<file path="src/rtl/aclk_key_entry.sv">
// Alarm-clock keypad entry controller: buffers up to four typed digits, drives display
// select strobes, issues alarm/time load strobes and abandons stale entries on timeout.
module aclk_key_entry #(
  parameter int unsigned TIMEOUT_SEC = 10
) (
  input  logic       clock,
  input  logic       reset_n,
  input  logic       one_second,
  input  logic [3:0] key,
  output logic [3:0] key_ms_hr,
  output logic [3:0] key_ls_hr,
  output logic [3:0] key_ms_min,
  output logic [3:0] key_ls_min,
  output logic       show_new_time,
  output logic       show_a,
  output logic       load_new_a,
  output logic       load_new_c,
  output logic       reset_count
);

  localparam int unsigned CntW = $clog2(TIMEOUT_SEC + 1);
  localparam logic [CntW-1:0] CntMax = CntW'(TIMEOUT_SEC);

  localparam logic [2:0] StShowTime    = 3'd0;
  localparam logic [2:0] StShowAlarm   = 3'd1;
  localparam logic [2:0] StKeyStored   = 3'd2;
  localparam logic [2:0] StKeyWaited   = 3'd3;
  localparam logic [2:0] StKeyEntry    = 3'd4;
  localparam logic [2:0] StSetAlarm    = 3'd5;
  localparam logic [2:0] StSetCurrent  = 3'd6;

  logic [2:0]      state_q, state_d;
  logic [CntW-1:0] cnt_q, cnt_d;
  logic [3:0]      ms_hr_q, ls_hr_q, ms_min_q, ls_min_q;
  logic [3:0]      ms_hr_d, ls_hr_d, ms_min_d, ls_min_d;

  logic is_digit, is_alarm, is_time, is_nokey, timeout;

  // Codes 12..14 are unused keypad codes and behave exactly like NOKEY.
  assign is_digit = (key <= 4'd9);
  assign is_alarm = (key == 4'd10);
  assign is_time  = (key == 4'd11);
  assign is_nokey = (key >= 4'd12);
  assign timeout  = (cnt_q == CntMax);

  always_comb begin
    state_d = state_q;
    unique case (state_q)
      StShowTime: begin
        if (is_alarm)      state_d = StShowAlarm;
        else if (is_digit) state_d = StKeyStored;
      end
      StShowAlarm: begin
        if (is_nokey) state_d = StShowTime;
      end
      StKeyStored: state_d = StKeyWaited;
      StKeyWaited: begin
        if (timeout)       state_d = StShowTime;
        else if (is_nokey) state_d = StKeyEntry;
      end
      StKeyEntry: begin
        // A key event wins over a timeout landing on the same edge.
        if (is_digit)      state_d = StKeyStored;
        else if (is_alarm) state_d = StSetAlarm;
        else if (is_time)  state_d = StSetCurrent;
        else if (timeout)  state_d = StShowTime;
      end
      StSetAlarm:   state_d = StShowTime;
      StSetCurrent: state_d = StShowTime;
      default:      state_d = StShowTime;
    endcase
  end

  // Buffer only moves on the edge that enters KEY_STORED; KEY_STORED never self-loops.
  always_comb begin
    ms_hr_d  = ms_hr_q;
    ls_hr_d  = ls_hr_q;
    ms_min_d = ms_min_q;
    ls_min_d = ls_min_q;
    if (state_d == StKeyStored) begin
      if (state_q == StShowTime) begin
        ms_hr_d  = 4'd0;
        ls_hr_d  = 4'd0;
        ms_min_d = 4'd0;
        ls_min_d = key;
      end else begin
        ms_hr_d  = ls_hr_q;
        ls_hr_d  = ms_min_q;
        ms_min_d = ls_min_q;
        ls_min_d = key;
      end
    end
  end

  always_comb begin
    cnt_d = cnt_q;
    unique case (state_q)
      StShowTime, StShowAlarm, StKeyStored: cnt_d = '0;
      StKeyWaited, StKeyEntry: begin
        if (one_second && (cnt_q != CntMax)) cnt_d = cnt_q + CntW'(1);
      end
      default: cnt_d = cnt_q;
    endcase
  end

  always_ff @(posedge clock or negedge reset_n) begin
    if (!reset_n) begin
      state_q  <= StShowTime;
      cnt_q    <= '0;
      ms_hr_q  <= 4'd0;
      ls_hr_q  <= 4'd0;
      ms_min_q <= 4'd0;
      ls_min_q <= 4'd0;
    end else begin
      state_q  <= state_d;
      cnt_q    <= cnt_d;
      ms_hr_q  <= ms_hr_d;
      ls_hr_q  <= ls_hr_d;
      ms_min_q <= ms_min_d;
      ls_min_q <= ls_min_d;
    end
  end

  assign key_ms_hr     = ms_hr_q;
  assign key_ls_hr     = ls_hr_q;
  assign key_ms_min    = ms_min_q;
  assign key_ls_min    = ls_min_q;
  assign show_new_time = (state_q == StKeyStored) || (state_q == StKeyWaited) ||
                         (state_q == StKeyEntry);
  assign show_a        = (state_q == StShowAlarm);
  assign load_new_a    = (state_q == StSetAlarm);
  assign load_new_c    = (state_q == StSetCurrent);
  assign reset_count   = (state_q == StSetCurrent);

endmodule
</file>
<file path="config.mk">
export PLATFORM = sky130hd
export DESIGN_NAME = aclk_key_entry
export DESIGN_NICKNAME = d
export VERILOG_FILES = /design/src/rtl/aclk_key_entry.sv
export SDC_FILE = /design/constraint.sdc
export NUM_CORES = 1
export LEC_CHECK = 0
export ABC_AREA = 0
export BUFFER_PORTS_ARGS = -buffer_cell sky130_fd_sc_hd__buf_2
export CAP_MARGIN = 25
export CELL_PAD_IN_SITES_DETAIL_PLACEMENT = 1
export CELL_PAD_IN_SITES_GLOBAL_PLACEMENT = 1
export CORE_ASPECT_RATIO = 1.5
export CORE_MARGIN = 1
export CORE_UTILIZATION = 35
export CTS_BUF_LIST = sky130_fd_sc_hd__clkbuf_4 sky130_fd_sc_hd__clkbuf_8 sky130_fd_sc_hd__clkbuf_16
export DETAILED_ROUTE_END_ITERATION = 10
export GPL_ROUTABILITY_DRIVEN = 0
export PLACE_DENSITY = 0.77
export SLEW_MARGIN = 10
export SYNTH_ARGS = -nofsm -noshare
export SYNTH_HDL_FRONTEND = slang
export SYNTH_SLANG_ARGS = --single-unit
</file>
<file path="constraint.sdc">
create_clock -name clock -period 1.6 [get_ports clock]
set_clock_uncertainty 0.15 [all_clocks]
set_input_delay 0.16 -clock clock [delete_from_list [all_inputs] [get_ports clock]]
set_output_delay 0.16 -clock clock [all_outputs]
set_load 0.01 [all_outputs]
</file>
Word level (Yosys, flattened, before mapping)
Cells that the tools add are included.
{"block": "word_totals", "input_bits": 7, "wordCells": 44, "ff_bits": 23}
{"block": "op_classes", "n_mux": 15, "add_sub_neg": 1, "reduce_logical": 8, "order_cmp": 2, "n_eq_ne": 12}
{"cell": "$mux 3", "n": 9}
{"cell": "$mux 4", "n": 4}
{"cell": "$pmux 3 s5", "n": 1}
{"cell": "$eq 4x4->1 const B", "n": 3}
{"cell": "$eq 3x2->1 const B", "n": 3}
{"cell": "$eq 3x3->1 const B", "n": 3}
{"cell": "$pmux 4 s2", "n": 1}
{"cell": "$add 4x1->4 const B", "n": 1}
{"cell": "$ge 4x4->1 const B", "n": 1}
{"cell": "$le 4x4->1 const B", "n": 1}
{"cell": "$ne 4x4->1 const B", "n": 1}
{"cell": "$eq 3x1->1 const B", "n": 1}
{"cell": "$logic_not 3->1", "n": 1}
{"cell": "$reduce_or 3->1", "n": 1}
{"cell": "$logic_or 1x1->1", "n": 2}
{"cell": "$ne 2x2->1 const B", "n": 1}
{"cell": "$reduce_and 2->1", "n": 1}
{"cell": "$reduce_bool 2->1", "n": 1}
{"cell": "$reduce_or 2->1", "n": 1}
{"cell": "$logic_and 1x1->1", "n": 1}

Logic depth before layout (Yosys ltp)
Gate-level depths: netlist of the first run.
{"block": "depth", "word_depth": 7, "ltp_mapped": 6, "ltp_nobuf": 6}

Least setup slack after synthesis of the first run
No wires, ideal clock.
{"block": "synth_timing", "path_type": "reg2reg", "from": "register cnt_q[0]", "to": "register cnt_q[2]", "path_buffers": 0, "stages_incl_launch_ff": 7, "setup_slack_ns": 0.086, "required_ns": 1.317, "t_arrival_ns": 1.230, "cell_sequence": "dfrtp_1 inv_1 ha_1 nand3b_1 nand3_1 o311ai_0 nand3_1"}
{"block": "synth_between", "elab_chain_cells": 4, "word_cells_on_any_way": 7}
{"item": "start: declaration", "line": "33", "source": "logic [CntW-1:0] cnt_q, cnt_d;"}
{"item": "start signal: assignment", "line": "116", "source": "cnt_q <= cnt_d;"}
{"item": "parallel branches: the longest is 4 deep, another holds $add 4x1->4"}
Several ways; the timed one is not identified. The select of a mux whose other input is x is not followed.
A chain may end at the register's enable or synchronous reset.

Final worst setup path of the first run
{"block": "layout_timing", "from": "register cnt_q[0]", "to": "register cnt_q[0]"}
The elaborated chain is that of the path after synthesis.

==> results.toml, run 1 <==
[detailed_routing]
wl_um = 2969
vias_per_cell = 5.214
drt_iter0_drc = 6
vias = 1121
drc_errors = 0
first_pass_iters = 4
drt-wirelength-per-cell_um = 13.81
final_antenna_net_count = 0

[worst_setup_path]
crit_path_cell_trace = "inv_2, ha_4, nand3b_1, nand2_1, or3_1, o21ai_1"
r2r_slack_ns = 0.002
crit_fanout = 6
critical-path-max-stage-delay_ns = 0.39
arrival_ns = 1.63
worstPathRequired_ns = 1.63
rr_worst_depth = 6
critPathKind = "register to register"
start_kind = "register"
reg2reg_from = "cnt_q[0]$_DFFE_PN0P_"
cp-end-kind = "register"
reg2reg_to = "cnt_q[0]$_DFFE_PN0P_"
slowest_stage = "or3_1"

[die]
dieArea_um2 = 3583
initial_core_util_pct = 37.03
die_w_um = 49.21
rows = 25
core_um2 = 3159
die_height_um = 72.81
pin_count = 28

[min_path]
hold_start = "key[1]"
hold_class = "input pin to register"
hold-path-cell-count = 3
hold_path_end = "key_ls_min[1]$_DFFE_PN0N_"

[cells_and_area]
drive_above_1_share_pct = 33.14
area_delta_synth_final_pct = 30.91
final_nets = 185
final_cell_area_um2 = 1531
utilization_pct = 48.48
diodes = 0

[power_and_ir_drop]
power_frac_comb_pct = 47.8
p_sw_share_pct = 40.69
max-vdd-ir-drop_mv = 0.8791
switchingPower_mw = 1.055
intPower_mw = 1.538
clkPwrFrac_pct = 13.9
leakage_nw = 0.8061
power_mw = 2.593
power_frac_seq_pct = 38.3
power.density_nw_per_um2 = 1693

[sta]
clock.fmax_mhz = 625.9
drv_slew = 0
min_period_ns = 1.598
timing.final.hold_violations = 0
finalSetupViolCount = 0
fin_crit_sh_pct = 99.85
fin_setup_tns_ns = 0
rsz0062_at_grt = "true"
max_slew.worst_pin.slew_ns = 0.5115
holdWs_ns = 0.04258
relSlewSlack_pct = 65.90

[global_route]
track_usage_pct = 17.45
grt_pass1_wl_um = 4968
grt_pass1_vias = 1144
antenna_found_initial = 0
gr-total-overflow = 0
grt_start_max_net_pins = 24

[synth]
synth_seq_cells = 23
ys_warn_count = 0
synth_top_area_share_pct = 49.20
syn_area_per_cell_um2 = 8.730
syn_area_um2 = 1170
synth_cells = 134
ys_seq_area_share_pct = 49.20
synth.area.top_cells = "dfrtp_1, nand2_1, nand3_1, o21ai_0, ha_1"
ys_types = 32
yosysTopAreaCell = "dfrtp_1"
syn-num-nets = 143

[cts]
max-clock-path-buffers = 2
worstSkewPairLatency_ns = 0.25
htree_levels = 1
clk_pin_slew_ns = 0.08
clockRootBuffer = "clkbuf_8"
cts_tree = "built"
cts.sinks = 23
cts_buffers = 3

[outcome]
status = "finished, final reports clean"

[placed_design]
dpl-instance-area_um2 = 1378
io_buffer_count = 27
hpwl_um = 2153

[run]
max-cap-violations = 0
worst max path at each step:
| stage | end | from |
|---|---|---|
| 6_report | cnt_q[0]$_DFFE_PN0P_ | cnt_q[0]$_DFFE_PN0P_ |
| 5_1_grt | cnt_q[0]$_DFFE_PN0P_ | cnt_q[0]$_DFFE_PN0P_ |
| 4_1_cts | cnt_q[2]$_DFFE_PN0P_ | cnt_q[0]$_DFFE_PN0P_ |
| 3_5_place_dp | cnt_q[2]$_DFFE_PN0P_ | cnt_q[0]$_DFFE_PN0P_ |
| 3_3_place_gp | cnt_q[2]$_DFFE_PN0P_ | cnt_q[0]$_DFFE_PN0P_ |
| 2_1_floorplan | cnt_q[2]$_DFFE_PN0P_ | cnt_q[0]$_DFFE_PN0P_ |
cells in the final DEF, fill, tap and decap left out, drive strengths merged:
cell type | netlist | layout
nand2 | 43 | 43
buf | 7 | 42
dfrtp | 23 | 23
nand3 | 14 | 14
o21ai | 7 | 7
inv | 5 | 5
clkbuf | 0 | 4
nor3 | 4 | 4
a22oi | 3 | 3
a21oi | 3 | 3
nand3b | 2 | 2
a21o | 2 | 2
nand4 | 2 | 2
or3 | 2 | 2
dlygate4sd3 | 0 | 2
or2 | 2 | 2
nor2 | 2 | 2
ha | 2 | 2
nor2b | 1 | 1
and3 | 1 | 1
a31oi | 1 | 1
nand4b | 1 | 1
o22ai | 1 | 1
a211o | 1 | 1
o31ai | 1 | 1
a21boi | 1 | 1
o211ai | 1 | 1
o311ai | 1 | 1
o32ai | 1 | 1
Yosys cell counts:
library cell / count
ha_1: 2
a21o_1: 2
a21boi_0: 1
a211o_1: 1
nor2_2: 1
o31ai_1: 1
buf_6: 2
buf_4: 2
or2_4: 1
nor2b_1: 1
inv_1: 5
a21oi_4: 1
a22oi_1: 3
nand3_1: 14
nand2_1: 43
nand3b_1: 2
buf_2: 3
a21oi_1: 2
o211ai_1: 1
and3_1: 1
o21ai_0: 7
a31oi_1: 1
nor2_1: 1
o22ai_1: 1
nor3_1: 4
or2_1: 1
nand4_1: 2
o311ai_0: 1
nand4b_1: 1
or3_1: 2
o32ai_1: 1
dfrtp_1: 23
metrics by stage:
step	setup WS, ns	cells
after global routing	-0.06939	215
after detailed placement	-0.01722	204
after global placement	0.07466	204
after floorplan	0.08644	134
final	0.002421	215
after CTS	0.004438	210
critical path, delay by kind of cell, from the launching register on:
family	cells	cell delay (ns)
flops	1	0.38
fa+ha+maj	1	0.15
simple gates	3	0.70
compound gates	1	0.09
buf+inv	1	0.06
cell type report:
class / instances / area, um2
clock buffers: 4 / 48.80
multi-input cells: 99 / 555.5
inverters: 5 / 18.77
well taps: 40 / 50.05
repair buffers: 44 / 279.0
flip-flops and latches: 23 / 579.3
fillers: 388 / 1628
power by group through the flow:
stage | logic (mW) | registers, mW | clock network (mW)
detailed placement | 1.13 | 0.987 | 0
finish | 1.24 | 0.992 | 0.362
floorplan | 0.635 | 1.02 | 0
global placement | 1.09 | 0.965 | 0
CTS | 1.14 | 0.981 | 0.379
global route | 1.38 | 1.02 | 0.399
timing repair:
action / CTS / global route
setup buffers: 0 / 5
pin swaps: 0 / 4
hold endpoints to repair: 25 / 0
setup endpoints to repair: 5 / 9
resized for setup: 5 / 12
hold buffers: 2 / 0
logic make-up (layout without fill, tap and decap cells):
family          after synthesis  after routing  synth area share [%]
simple gates                 74             74                 28.88
buf+inv                      12             53                 6.096
compound gates               23             23                 13.69
fa+ha+maj                     2              2                 2.139
flops                        23             23                 49.20
sequential cells by signal, summed over array words and instances (netlist names):
register / cells
key_ls_hr: 4
state_q: 3
key_ls_min: 4
cnt_q: 4
key_ms_min: 4
key_ms_hr: 4
routing by layer:
layer,global-route usage (%),routed length (um),vias up
li1,-,-,538
met2,31.81,1573,34
met4,5.882,12,0
met1,20.66,1266,547
met5,0,0,-
met3,2.500,117,2
(Power assumes the default switching activity.)
==> run 2, diff against run 1 <==
SETUP_SLACK_MARGIN = 0.5   (was unset)
==> run 2 against run 1 <==
Compared with the run above:
- setup slack got worse by 0.062 ns
- non-clock buffer count is 28 higher
- global-route usage is 5.9 points higher
- clock power hardly changed
- the run now ends with setup timing left
- die area did not move
- critical path depth did not move
- sequential power is essentially flat
- fmax fell by 3.7%
- flip-flop and latch count stayed put
==> results.toml, run 2 (synthesis results as in run 1) <==
[sta]
finalSetupViolCount = 3
rsz0062_at_grt = "true"
relSlewSlack_pct = 64.74
setup_ws_ns = -0.05911
max_slew.worst_pin.slew_ns = 0.5234
timing.final.hold_violations = 0
fin_crit_sh_pct = 103.7
min_period_ns = 1.659
drv_slew = 0
clock.fmax_mhz = 602.7

[run]
max-cap-violations = 0

[worst_setup_path]
arrival_ns = 1.71
cp-end-kind = "register"
reg2reg_to = "cnt_q[2]$_DFFE_PN0P_"
startpoint = "cnt_q[0]$_DFFE_PN0P_"
cp_common_cell = "nand3_2"
rr_worst_depth = 6
crit_path_cell_trace = "inv_2, ha_4, nand3b_1, nand3_2, or3_4, nand3_2"
critical-path-max-stage-delay_ns = 0.40
crit_fanout = 6
critPathKind = "register to register"
cp_num_buf_inv = 1
slowest_stage = "or3_4"
critPathTopFamily = "simple AND/OR/NAND/NOR gates"
start_kind = "register"
reg2reg_from = "cnt_q[0]$_DFFE_PN0P_"
worstPathRequired_ns = 1.65
r2r_slack_ns = -0.06

[global_route]
gr-usage-met2_pct = 45.51
track_usage_pct = 23.39
met1_usage_pct = 24.70
grt_start_max_net_pins = 24
antenna_found_initial = 0
use_met3_pct = 2.292
grt.busiest_layer = "met2"
grt_pass1_vias = 1339
grt_pass1_wl_um = 6306
gr-total-overflow = 0

[cells_and_area]
diodes = 0
area_delta_synth_final_pct = 71.34
final_common_cell = "buf_4"
drive_above_1_share_pct = 61.08
final_cell_mix = "buf_4, nand2_1, buf_2"
nFillCells = 357
final_cell_count_no_fill = 243
final_nets = 213

[detailed_routing]
final_antenna_net_count = 0
vias = 1250
drc_errors = 0
vias_per_cell = 5.144
first_pass_iters = 3
wl_um = 4326
drt_iter0_drc = 20
drt-wirelength-per-cell_um = 17.80

[cts]
max-clock-path-buffers = 2
cts_tree = "built"
clockRootBuffer = "clkbuf_8"
cts_buffers = 3
clk_pin_slew_ns = 0.08
cts.sinks = 23
worstSkewPairLatency_ns = 0.26
htree_levels = 1

[placed_design]
io_buffer_count = 27
dp_cells = 200
hpwl_um = 2207
dp_slack_ns = -0.01411

[outcome]
status = "finished with violations"
violations = "setup timing"

[power_and_ir_drop]
leakage_nw = 1.030
power_mw = 3.510
max-vdd-ir-drop_mv = 0.8864
power.density_nw_per_um2 = 1751

[die]
rows = 25
pin_count = 28
initial_core_util_pct = 37.03
die_height_um = 72.81
die_w_um = 49.21
dieArea_um2 = 3583
core_um2 = 3159

[min_path]
hold_start = "key[1]"
hold_path_end = "key_ls_min[1]$_DFFE_PN0N_"
hold-path-cell-count = 3
hold_class = "input pin to register"
==> run 2: worst max path at each step <==
stage                                 to  slack (ns)  cells past startpoint
floorplan           cnt_q[2]$_DFFE_PN0P_        0.11                      6
global placement    cnt_q[2]$_DFFE_PN0P_        0.09                      5
detailed placement  cnt_q[2]$_DFFE_PN0P_       -0.01                      5
CTS                 cnt_q[0]$_DFFE_PN0P_        0.02                      6
global route        cnt_q[2]$_DFFE_PN0P_       -0.11                      6
finish              cnt_q[2]$_DFFE_PN0P_       -0.06                      6
==> run 2: through the flow <==
stage / setup TNS [ns] / area (um2) / utilization, % / hold slack, ns
2_1_floorplan: 0 / 1247 / - / -0.2856
3_3_place_gp: 0 / 1425 / 45.11 / 0.007337
3_5_place_dp: -0.01411 / 1425 / 45.11 / 0.009318
4_1_cts: 0 / 1804 / 57.11 / 0.008480
5_1_grt: -0.4085 / 2004 / 63.45 / 0.02581
6_report: -0.09088 / 2004 / 63.45 / 0.02460
==> run 2: area by class of cell <==
type                    instances  area (um2)  share of cell area (%)
clock buffers                   3       41.29                   2.060
clock inverters                 1       5.005                  0.2497
inverters                       5       23.77                   1.186
multi-input cells              99       762.0                   38.02
flip-flops and latches         23       579.3                   28.90
well taps                      40       50.05                   2.497
repair buffers                 72       543.0                   27.09
==> run 2: worst register-to-register path, cell delays in order (launching register included) <==
cell	delay [ns]
dfrtp_1	0.38
inv_2	0.06
ha_4	0.15
nand3b_1	0.22
nand3_2	0.18
or3_4	0.40
nand3_2	0.07
==> run 2: routing by layer <==
layer	share of wire (%)	routed length, um
met1	37	1587
met3	2.2	94
met4	1.9	82
met5	0	0
met2	59	2562
==> run 2: where the power goes <==
| group | internal (mW) | switching, mW | leakage (nW) | total (mW) |
|---|---|---|---|---|
| sequential | 0.797 | 0.192 | 0.298 | 0.989 |
| combinational | 1.04 | 1.12 | 0.707 | 2.16 |
| clock | 0.174 | 0.185 | 0.0255 | 0.359 |
| total | 2.01 | 1.50 | 1.03 | 3.51 |
==> run 2: timing repair <==
item | 4_1_cts | 5_1_grt
buffers inserted | 23 | 13
cloned | 1 | 0
gates resized for setup | 34 | 23
hold buffers | 2 | 0
endpoints found under the hold margin | 25 | 0
setup endpoints to repair | 41 | 44
pin swaps | 19 | 24
